**src/rtl/data_mem_ctrl_pkg.sv**
```systemverilog
// Shared opcode constants, controller state encoding and helpers for the
// data-side memory controller.
package data_mem_ctrl_pkg;

  localparam int OP_W = 4;

  localparam logic [OP_W-1:0] LB  = 4'd0;
  localparam logic [OP_W-1:0] LH  = 4'd1;
  localparam logic [OP_W-1:0] LW  = 4'd2;
  localparam logic [OP_W-1:0] LBU = 4'd3;
  localparam logic [OP_W-1:0] LHU = 4'd4;
  localparam logic [OP_W-1:0] SB  = 4'd5;
  localparam logic [OP_W-1:0] SH  = 4'd6;
  localparam logic [OP_W-1:0] SW  = 4'd7;

  typedef enum logic [1:0] {
    DMC_IDLE  = 2'd0,
    DMC_READ  = 2'd1,
    DMC_WRITE = 2'd2
  } dmc_state_t;

  localparam logic [31:0] IO_BASE = 32'h30000;

  // Anything other than 1 or 2 bytes is a full word.
  function automatic logic [2:0] norm_len(input logic [2:0] len);
    logic [2:0] n;
    case (len)
      3'd1:    n = 3'd1;
      3'd2:    n = 3'd2;
      default: n = 3'd4;
    endcase
    return n;
  endfunction

endpackage

```
**src/rtl/data_mem_ctrl_load_extend.sv**
```systemverilog
// Sign/zero extension of an assembled little-endian load value by opcode.
module data_mem_ctrl_load_extend
  import data_mem_ctrl_pkg::*;
(
  input  logic [31:0]     raw,
  input  logic [OP_W-1:0] op,
  output logic [31:0]     result
);

  always_comb begin
    case (op)
      LB:      result = {{24{raw[7]}}, raw[7:0]};
      LH:      result = {{16{raw[15]}}, raw[15:0]};
      LBU:     result = {24'b0, raw[7:0]};
      LHU:     result = {16'b0, raw[15:0]};
      default: result = raw;
    endcase
  end

endmodule

```
**src/rtl/data_mem_ctrl.sv**
```systemverilog
// Data-side memory controller: serialises one load/store request into
// byte-wide RAM accesses and returns an extended load result with a pulse.
module data_mem_ctrl
  import data_mem_ctrl_pkg::*;
#(
  parameter int ADR_W   = 32,
  parameter int DAT_W   = 32,
  parameter int MEM_LAT = 1
) (
  input  logic             clk,
  input  logic             rst,
  input  logic             en,
  input  logic             br_flag,
  input  logic             lsb_en_i,
  input  logic             lsb_rwen_i,
  input  logic [OP_W-1:0]  lsb_op_i,
  input  logic [2:0]       lsb_len_i,
  input  logic [ADR_W-1:0] lsb_adr_i,
  input  logic [DAT_W-1:0] lsb_dat_i,
  output logic             lsb_en_o,
  output logic [DAT_W-1:0] lsb_dat_o,
  input  logic [7:0]       mem_din_i,
  output logic [7:0]       mem_dout_o,
  output logic [ADR_W-1:0] mem_a_o,
  output logic             mem_wr_o
);

  localparam logic [2:0] LAT = 3'(MEM_LAT);

  dmc_state_t       state_reg, state_next;
  logic [OP_W-1:0]  op_reg, op_next;
  logic [2:0]       len_reg, len_next;
  logic [2:0]       cnt_reg, cnt_next;
  logic [ADR_W-1:0] adr_reg, adr_next;
  logic [ADR_W-1:0] mem_a_reg, mem_a_next;
  logic [DAT_W-1:0] dat_reg, dat_next;
  logic [DAT_W-1:0] buf_reg, buf_next;
  logic [DAT_W-1:0] res_reg, res_next;
  logic [7:0]       dout_reg, dout_next;
  logic             wr_reg, wr_next;
  logic             done_reg, done_next;

  logic [2:0]       cnt_inc;
  logic [2:0]       rd_idx;
  logic             rd_valid;
  logic             write_last;
  logic             read_last;
  logic             accept;
  logic [DAT_W-1:0] dat_shift;
  logic [DAT_W-1:0] rd_raw;
  logic [DAT_W-1:0] ext_res;

  // In READ, cnt counts issued addresses; the byte on mem_din_i belongs to
  // the address issued LAT cycles earlier.
  assign cnt_inc    = cnt_reg + 3'd1;
  assign rd_idx     = cnt_reg - LAT;
  assign rd_valid   = (cnt_reg >= LAT);
  assign write_last = (cnt_inc == len_reg);
  assign read_last  = (cnt_reg == len_reg + LAT - 3'd1);
  assign accept     = lsb_en_i && (lsb_rwen_i || !br_flag);
  assign dat_shift  = dat_reg >> {cnt_inc, 3'b000};
  assign rd_raw     = buf_reg | (rd_valid ? (DAT_W'(mem_din_i) << {rd_idx, 3'b000}) : '0);

  data_mem_ctrl_load_extend u_load_extend (
    .raw    (rd_raw),
    .op     (op_reg),
    .result (ext_res)
  );

  always_ff @(posedge clk) begin
    if (!rst) begin
      state_reg <= DMC_IDLE;
      op_reg    <= '0;
      len_reg   <= '0;
      cnt_reg   <= '0;
      adr_reg   <= '0;
      mem_a_reg <= '0;
      dat_reg   <= '0;
      buf_reg   <= '0;
      res_reg   <= '0;
      dout_reg  <= '0;
      wr_reg    <= 1'b0;
      done_reg  <= 1'b0;
    end else if (en) begin
      state_reg <= state_next;
      op_reg    <= op_next;
      len_reg   <= len_next;
      cnt_reg   <= cnt_next;
      adr_reg   <= adr_next;
      mem_a_reg <= mem_a_next;
      dat_reg   <= dat_next;
      buf_reg   <= buf_next;
      res_reg   <= res_next;
      dout_reg  <= dout_next;
      wr_reg    <= wr_next;
      done_reg  <= done_next;
    end
  end

  // Committed stores ignore a flush; loads in flight are dropped by it.
  always_comb begin
    state_next = state_reg;
    case (state_reg)
      DMC_IDLE:  if (accept) state_next = lsb_rwen_i ? DMC_WRITE : DMC_READ;
      DMC_WRITE: if (write_last) state_next = DMC_IDLE;
      DMC_READ:  if (br_flag || read_last) state_next = DMC_IDLE;
      default:   state_next = DMC_IDLE;
    endcase
  end

  always_comb begin
    op_next    = op_reg;
    len_next   = len_reg;
    cnt_next   = cnt_reg;
    adr_next   = adr_reg;
    mem_a_next = mem_a_reg;
    dat_next   = dat_reg;
    buf_next   = buf_reg;
    dout_next  = dout_reg;
    wr_next    = 1'b0;
    done_next  = 1'b0;
    res_next   = '0;
    case (state_reg)
      DMC_IDLE: begin
        if (accept) begin
          op_next    = lsb_op_i;
          len_next   = norm_len(lsb_len_i);
          adr_next   = lsb_adr_i;
          dat_next   = lsb_dat_i;
          cnt_next   = '0;
          buf_next   = '0;
          mem_a_next = lsb_adr_i;
          wr_next    = lsb_rwen_i;
          if (lsb_rwen_i) dout_next = lsb_dat_i[7:0];
        end
      end
      DMC_WRITE: begin
        if (write_last) begin
          done_next = 1'b1;
        end else begin
          cnt_next   = cnt_inc;
          mem_a_next = adr_reg + ADR_W'(cnt_inc);
          dout_next  = dat_shift[7:0];
          wr_next    = 1'b1;
        end
      end
      DMC_READ: begin
        if (!br_flag) begin
          cnt_next = cnt_inc;
          buf_next = rd_raw;
          if (cnt_inc < len_reg) mem_a_next = adr_reg + ADR_W'(cnt_inc);
          if (read_last) begin
            done_next = 1'b1;
            res_next  = ext_res;
          end
        end
      end
      default: ;
    endcase
  end

  assign lsb_en_o   = done_reg;
  assign lsb_dat_o  = res_reg;
  assign mem_dout_o = dout_reg;
  assign mem_a_o    = mem_a_reg;
  assign mem_wr_o   = wr_reg & en;

endmodule

```
**config.mk**
```make
export PLATFORM = sky130hd
export DESIGN_NAME = data_mem_ctrl
export DESIGN_NICKNAME = d
export VERILOG_FILES = /design/src/rtl/data_mem_ctrl_pkg.sv /design/src/rtl/data_mem_ctrl_load_extend.sv /design/src/rtl/data_mem_ctrl.sv
export SDC_FILE = /design/constraint.sdc
export NUM_CORES = 1
export LEC_CHECK = 0
export ABC_AREA = 1
export CAP_MARGIN = 30
export CORE_MARGIN = 1
export CORE_UTILIZATION = 50
export DETAILED_ROUTE_END_ITERATION = 12
export PLACE_DENSITY = 0.73
export SLEW_MARGIN = 20
export SYNTH_ARGS = -nofsm -noshare
export SYNTH_HDL_FRONTEND = slang
export SYNTH_SLANG_ARGS = --single-unit
```
**constraint.sdc**
```tcl
create_clock -name clk -period 2.8 [get_ports clk]
set_input_delay 0.56 -clock clk [delete_from_list [all_inputs] [get_ports clk]]
set_output_delay 0.56 -clock clk [all_outputs]
set_load 0.01 [all_outputs]
```
==> results_tabular.tex, run 1 <==
\begin{tabular}{lr}
\hline
Metric & Value \\
\hline
\multicolumn{2}{l}{\textbf{Outcome}} \\
Outcome & complete, no violations \\
\multicolumn{2}{l}{\textbf{STA}} \\
Setup violation total in the final timing report & 0 \\
Share of the cycle needed by the critical path after routing & 90.5\% \\
Shortest clock period the worst path allows after layout & 2.53 ns \\
RSZ-0062 raised after global routing & false \\
F\_max & 395 MHz \\
Worst-margin pin slew & 0.625 ns \\
Rel. slew slack & 58.3\% \\
Final setup skew & 0.0126 ns \\
Max Transition Viols Final & 0 \\
Sum of negative setup slack & 0 ns \\
Final count of hold timing violations & 0 \\
\multicolumn{2}{l}{\textbf{Placed design}} \\
Placer Congestion & 0.884 \\
DP Area & 10700 um\^{}2 \\
Count of buffers inserted at the top-level ports & 158 \\
DPL Wire Length & 18100 um \\
\multicolumn{2}{l}{\textbf{Worst setup path}} \\
CP Cell Sequence & clkdlybuf4s50\_1, nand2\_1, inv\_1, clkdlybuf4s50\_1 \\
Library cell appearing most often on the critical path & sky130\_fd\_sc\_hd\_\_clkdlybuf4s50\_1 \\
Critical path type & in2out \\
Critical path fanouts, max & 8 \\
Combined buffer and inverter count along the critical path & 3 \\
Data arrival time of the worst path & 1.97 ns \\
Kind of cell with the highest combined delay on the critical path & buffers and inverters \\
Worst-path cell with the longest stage delay & sky130\_fd\_sc\_hd\_\_clkdlybuf4s50\_1 \\
CP Data Required Time & 2.24 ns \\
Endpoint type of the worst setup path & output port \\
Critical path's largest stage delay & 0.70 ns \\
Type of element launching the critical path & input pin \\
\multicolumn{2}{l}{\textbf{Floorplanning}} \\
Die area & 18500 um\^{}2 \\
Area of the core & 17400 um\^{}2 \\
Width of the die & 136 um \\
Number of primary I/O pins & 159 \\
Total number of placement rows & 48 \\
Vertical die dimension & 136 um \\
Effective utilization at floorplan & 51.7\% \\
\multicolumn{2}{l}{\textbf{Route}} \\
Number of detailed-route iterations in the first pass & 5 \\
Detailed router's first-iteration violation count & 626 \\
Detailed-route DRC error count & 0 \\
Detailed-route wire length & 25900 um \\
Per-cell routed wire length & 15.1 um \\
Routed Antenna Nets & 0 \\
Via density per instance & 5.37 \\
Total number of vias & 9227 \\
\multicolumn{2}{l}{\textbf{Synthesis}} \\
Number of distinct library cells after synthesis & 38 \\
Synth Flop Type & sky130\_fd\_sc\_hd\_\_dfxtp\_1 \\
Cell with the most instances after synthesis & sky130\_fd\_sc\_hd\_\_nand2\_1 \\
Library cell with the largest summed area after synthesis & sky130\_fd\_sc\_hd\_\_dfxtp\_1 \\
Area of the mapped netlist & 9000 um\^{}2 \\
Most frequent cells after synthesis & 308 x sky130\_fd\_sc\_hd\_\_nand2\_1, 210 x sky130\_fd\_sc\_hd\_\_nor2\_1, 182 x sky130\_fd\_sc\_hd\_\_dfxtp\_1 \\
Cell count after synthesis & 1357 \\
Cell types with the largest area share after synthesis & sky130\_fd\_sc\_hd\_\_dfxtp\_1 40\%, sky130\_fd\_sc\_hd\_\_nand2\_1 13\%, sky130\_fd\_sc\_hd\_\_a21oi\_1 9.5\%, sky130\_fd\_sc\_hd\_\_nor2\_1 8.8\%, sky130\_fd\_sc\_hd\_\_o21ai\_0 7.0\% \\
Sequential element share of the synthesized area & 40.5\% \\
Yosys top cell area share & 40.5\% \\
Synth async-reset ratio & 0\% \\
Register bit total from synthesis & 182 \\
Number of synthesized flops with an enable pin & 0 \\
Total of warnings raised by yosys & 0 \\
Synthesized area divided by synthesized cell count & 6.63 um\^{}2 \\
Mapped Nets & 1456 \\
\multicolumn{2}{l}{\textbf{GRT}} \\
GRT Util Overall & 28.5\% \\
Global-route wire length before repair & 41500 um \\
Pin count of the biggest net entering global routing & 119 \\
Number of antenna violations at the first check in global routing & 0 \\
Vias in the first global route & 8355 \\
Total overflow reported by the global router & 0 \\
\multicolumn{2}{l}{\textbf{Power}} \\
Worst IR Drop VDD & 0.440 mV \\
Portion of total power attributed to combinational logic & 25.1\% \\
Power per unit of standard cell area & 644 nW/um\^{}2 \\
Sequential fraction of design power & 40.0\% \\
Switching power total & 2.39 mW \\
Switching share of total power & 32.7\% \\
Internal power of the cells & 4.92 mW \\
Cell leakage power & 4.48 nW \\
Clk network pwr share & 34.9\% \\
\multicolumn{2}{l}{\textbf{Clock tree}} \\
Clock transition at the registers of the reported paths & 0.07 ns \\
Clk Tree Root Cell & sky130\_fd\_sc\_hd\_\_clkbuf\_16 \\
Clock net sink count & 182 \\
Clock tree from TritonCTS & built \\
Maximum level of the CTS H-tree & 4 \\
Clock tree buffer depth & 2 \\
Hold buffer count at CTS & 0 \\
Number of buffers added by the clock tree synthesis step & 17 \\
Clk\_lat worst skew & 0.44 ns \\
\multicolumn{2}{l}{\textbf{Layout}} \\
Layout Nets & 1579 \\
Count of filler cells inserted in the layout & 1606 \\
Area growth syn-to-layout & 26.1\% \\
Non-Filler Cell Area, Final & 11400 um\^{}2 \\
Fraction of final layout cells sized beyond drive strength 1 & 5.29\% \\
Total inserted antenna cells & 0 \\
\multicolumn{2}{l}{\textbf{Hold path}} \\
Hold/Removal Path Class & reg2reg \\
\multicolumn{2}{l}{\textbf{Job}} \\
Number of violations of the max-capacitance limit & 0 \\
\hline
\end{tabular}
metal layers:
metal  GRT usage, %  up-vias  part of all wire [%]
met5              0        -                     0
met4           8.52        0                   1.7
met3           4.77       37                   5.9
met2           46.5      277                    47
met1           38.3     4276                    46
li1               -     4637                     -
power by group through the flow:
stage / registers [mW] / logic, mW / clock network, mW
detailed placement: 2.98 / 1.81 / 0
finish: 2.92 / 1.84 / 2.55
global placement: 2.98 / 1.79 / 0
global route: 2.95 / 2.03 / 2.68
floorplan: 2.98 / 1.14 / 0
CTS: 2.92 / 1.82 / 2.56
worst reg2reg max path, delay by kind of cell, from the launching register on:
kind,cells,cell delay (ns)
and+or+nand+nor,6,0.61
adders and majority gates,2,0.52
DFF,1,0.40
xor gates and xnor gates,1,0.33
buffers and inverters,2,0.33
AOI/OAI and AO/OA,1,0.20
stage by stage:
step	instances	power, mW	utilization [%]	hold WS (ns)	setup slack [ns]
CTS	1718	7.30	65.2	0.457	0.274
floorplan	1357	4.13	-	0.429	0.345
finish	1718	7.31	65.2	0.453	0.267
detailed placement	1686	4.79	61.6	0.446	0.280
global route	1718	7.66	65.2	0.470	0.0256
global placement	1686	4.77	61.6	0.439	0.324
cells by family (layout without fill, tap and decap cells):
family	Yosys count	count (layout)	synth area share (%)
fa+ha+maj	14	14	2.03
compound gates	316	316	18.2
xor+xnor	13	13	1.35
simple gates	635	635	29.1
flops	182	182	40.5
buf+inv	197	333	8.81
what timing repair did:
action                     in CTS  in global routing
resized for setup               0                  1
buffers inserted                0                  0
setup endpoints to repair       0                  1
path summary, 6_finish.rpt:
kind,start,to,slack (ns),depth (start not counted)
worst max-delay path,en,mem_wr_o,0.27,4
worst min-delay path,dat_reg[1],dat_reg[1],0.45,2
worst max register to register,cnt_reg[0],mem_a_o[12],0.33,12
worst min register to register,dat_reg[1],dat_reg[1],0.45,2
layout by cell type (no fill, tap or decap), types with 6 or more instances in the layout:
| cell | Yosys | final |
|---|---|---|
| sky130_fd_sc_hd__a22oi_1 | 8 | 8 |
| sky130_fd_sc_hd__o21ai_0 | 126 | 126 |
| sky130_fd_sc_hd__nand3_1 | 73 | 73 |
| sky130_fd_sc_hd__buf_4 | 3 | 17 |
| sky130_fd_sc_hd__inv_1 | 112 | 112 |
| sky130_fd_sc_hd__xnor2_1 | 6 | 6 |
| sky130_fd_sc_hd__clkdlybuf4s50_1 | 0 | 157 |
| sky130_fd_sc_hd__dfxtp_1 | 182 | 182 |
| sky130_fd_sc_hd__nand2_1 | 308 | 308 |
| sky130_fd_sc_hd__inv_2 | 9 | 8 |
| sky130_fd_sc_hd__ha_1 | 13 | 13 |
| sky130_fd_sc_hd__a21oi_1 | 170 | 170 |
| sky130_fd_sc_hd__clkbuf_16 | 0 | 17 |
| sky130_fd_sc_hd__nor3_1 | 24 | 24 |
| sky130_fd_sc_hd__xor2_1 | 6 | 6 |
| sky130_fd_sc_hd__nor2_1 | 210 | 210 |
area by class of cell:
type,count,area [um^2],area share (%)
inverter,122,459,4.05
timing repair buffer,179,1780,15.7
clock inverter,14,190,1.68
sequential,182,3640,32.1
clock buffer,18,429,3.78
multi-input combinational,978,4560,40.2
tap,225,282,2.48
No activity file was read; power rests on OpenSTA's default activity.
==> run 2, diff against run 1 <==
--- a/config.mk
+++ b/config.mk
@@ -10,7 +10,8 @@
 export CORE_MARGIN = 1
 export CORE_UTILIZATION = 50
 export DETAILED_ROUTE_END_ITERATION = 12
-export PLACE_DENSITY = 0.73
+export DONT_BUFFER_PORTS = 1
+export PLACE_DENSITY = 0.62
 export SLEW_MARGIN = 20
 export SYNTH_ARGS = -nofsm -noshare
 export SYNTH_HDL_FRONTEND = slang
==> run 2 against run 1 <==
Clock-buffer cell count up 3. Non-clock buffer count is 157 lower. Sequential share of layout area rose by 5.6 points. Worst hold slack lost 0.23 ns. Die area unchanged. Register-to-register slack barely moved. First-iteration DRC count rose by 31%. Critical path depth increased by 7. Clock skew fell by 0.0048 ns. Critical path type is now reg2reg.
==> results_tabular.tex, run 2 (synthesized netlist as in run 1, its figures left out) <==
\begin{tabular}{lr}
\hline
Metric & Value \\
\hline
\multicolumn{2}{l}{\textbf{Outcome}} \\
Outcome & complete, no violations \\
\multicolumn{2}{l}{\textbf{STA}} \\
Rel. slew slack & 58.8\% \\
Share of the cycle needed by the critical path after routing & 88.2\% \\
Worst-margin pin slew & 0.613 ns \\
Final setup skew & 0.00776 ns \\
RSZ-0062 raised after global routing & false \\
Setup violation total in the final timing report & 0 \\
F\_max & 405 MHz \\
Max Transition Viols Final & 0 \\
Final count of hold timing violations & 0 \\
Shortest clock period the worst path allows after layout & 2.47 ns \\
Sum of negative setup slack & 0 ns \\
\multicolumn{2}{l}{\textbf{Layout}} \\
Fraction of final layout cells sized beyond drive strength 1 & 5.76\% \\
Layout Nets & 1422 \\
Most used cells in the layout excluding fill and tap cells & 308 x sky130\_fd\_sc\_hd\_\_nand2\_1, 210 x sky130\_fd\_sc\_hd\_\_nor2\_1, 182 x sky130\_fd\_sc\_hd\_\_dfxtp\_1 \\
Non-Filler Cell Area, Final & 9660 um\^{}2 \\
Most frequent standard cell in the layout excluding fill and tap cells & sky130\_fd\_sc\_hd\_\_nand2\_1 \\
Final cell utilization of the core & 55.5\% \\
Area growth syn-to-layout & 7.38\% \\
\multicolumn{2}{l}{\textbf{Clock tree}} \\
Clk Tree Root Cell & sky130\_fd\_sc\_hd\_\_clkbuf\_16 \\
Maximum level of the CTS H-tree & 4 \\
Clock tree from TritonCTS & built \\
Hold buffer count at CTS & 0 \\
Post-CTS setup buffer count & 0 \\
Clock transition at the registers of the reported paths & 0.07 ns \\
PostCTS Resize Cnt & 0 \\
Clock net sink count & 182 \\
Clk\_lat worst skew & 0.43 ns \\
Number of buffers added by the clock tree synthesis step & 17 \\
Clock tree buffer depth & 2 \\
\multicolumn{2}{l}{\textbf{Worst setup path}} \\
Critical path type & reg2reg \\
Worst-path cell with the longest stage delay & sky130\_fd\_sc\_hd\_\_dfxtp\_1 \\
Critical path fanouts, max & 23 \\
Data arrival time of the worst path & 2.79 ns \\
Internal reg-to-reg setup slack & 0.33 ns \\
CP Cell Sequence & ha\_1, xor2\_1, ha\_1, nand3\_1, nor2\_1, nor3\_2, nand3\_2, inv\_2, o21ai\_0, a21oi\_1, nor2\_1 \\
R2R cell count & 11 \\
Endpoint type of the worst setup path & flop \\
Critical path's largest stage delay & 0.38 ns \\
CP Data Required Time & 3.12 ns \\
Type of element launching the critical path & flop \\
\multicolumn{2}{l}{\textbf{Route}} \\
Routed Antenna Nets & 0 \\
Detailed-route wire length & 25200 um \\
Via density per instance & 5.41 \\
Per-cell routed wire length & 16.1 um \\
Detailed router's first-iteration violation count & 820 \\
Detailed-route DRC error count & 0 \\
Total number of vias & 8455 \\
Number of detailed-route iterations in the first pass & 5 \\
\multicolumn{2}{l}{\textbf{Power}} \\
Power per unit of standard cell area & 697 nW/um\^{}2 \\
Worst IR Drop VDD & 0.475 mV \\
Cell leakage power & 3.85 nW \\
\multicolumn{2}{l}{\textbf{Placed design}} \\
Placer Congestion & 0.911 \\
DP Area & 9110 um\^{}2 \\
DPL Wire Length & 17600 um \\
Count of buffers inserted at the top-level ports & 0 \\
\multicolumn{2}{l}{\textbf{Hold path}} \\
Hold/Removal Path Class & in2reg \\
Hold Path Depth & 1 \\
\multicolumn{2}{l}{\textbf{Floorplanning}} \\
Area of the core & 17400 um\^{}2 \\
Number of primary I/O pins & 159 \\
Width of the die & 136 um \\
Total number of placement rows & 48 \\
Vertical die dimension & 136 um \\
Effective utilization at floorplan & 51.7\% \\
Die area & 18500 um\^{}2 \\
\multicolumn{2}{l}{\textbf{GRT}} \\
Number of antenna violations at the first check in global routing & 1 \\
GRT Util Overall & 27.7\% \\
Total overflow reported by the global router & 0 \\
Vias in the first global route & 7752 \\
Pin count of the biggest net entering global routing & 120 \\
Global-route wire length before repair & 39900 um \\
\multicolumn{2}{l}{\textbf{Job}} \\
Number of violations of the max-capacitance limit & 0 \\
\hline
\end{tabular}
-- run 2: cell type report --
type	count	area, um^2
antenna	1	2.50
timing repair buffer	22	165
sequential	182	3640
fill	1795	7750
tap	225	282
multi-input combinational	978	4560
inverter	122	458
clock inverter	11	100
clock buffer	21	450
-- run 2: layer usage --
metal	vias to the layer above	GRT usage, %	share of wire (%)
met5	-	0	0
met4	0	10.7	2.8
met3	40	6.64	7.1
met2	269	41.8	43
met1	3830	37.8	47
li1	4316	-	-
-- run 2: metrics by stage --
| step | cells | hold slack (ns) | total power, mW | worst slack, ns |
|---|---|---|---|---|
| 4_1_cts | 1561 | 0.213 | 6.78 | 0.318 |
| 6_report | 1562 | 0.224 | 6.74 | 0.330 |
| 3_3_place_gp | 1529 | 0.439 | 4.46 | 0.431 |
| 2_1_floorplan | 1357 | 0.429 | 4.13 | 0.345 |
| 3_5_place_dp | 1529 | 0.442 | 4.47 | 0.335 |
| 5_1_grt | 1561 | 0.223 | 7.09 | 0.0714 |
-- run 2: critical path: cells and delay by family (launching register included) --
kind,cells,cell delay (ns)
adder cells (fa/ha/maj),2,0.51
AND/OR/NAND/NOR,5,0.50
flip-flops,1,0.38
buffers and inverters,1,0.34
AO/OA/AOI/OAI,2,0.31
XOR/XNOR,1,0.31
-- run 2: worst paths after layout --
kind,start,endpoint
worst max-delay path,cnt_reg[0],mem_a_o[5]
worst min register to register,dat_reg[1],dat_reg[1]
worst min-delay path,en,lsb_en_o
worst max register to register,cnt_reg[0],mem_a_o[5]
-- run 2: report_power, final --
part | total (mW) | switching (mW) | internal [mW]
clock | 2.31 | 1.06 | 1.25
combinational | 1.45 | 1.00 | 0.445
sequential | 2.98 | 0.191 | 2.79
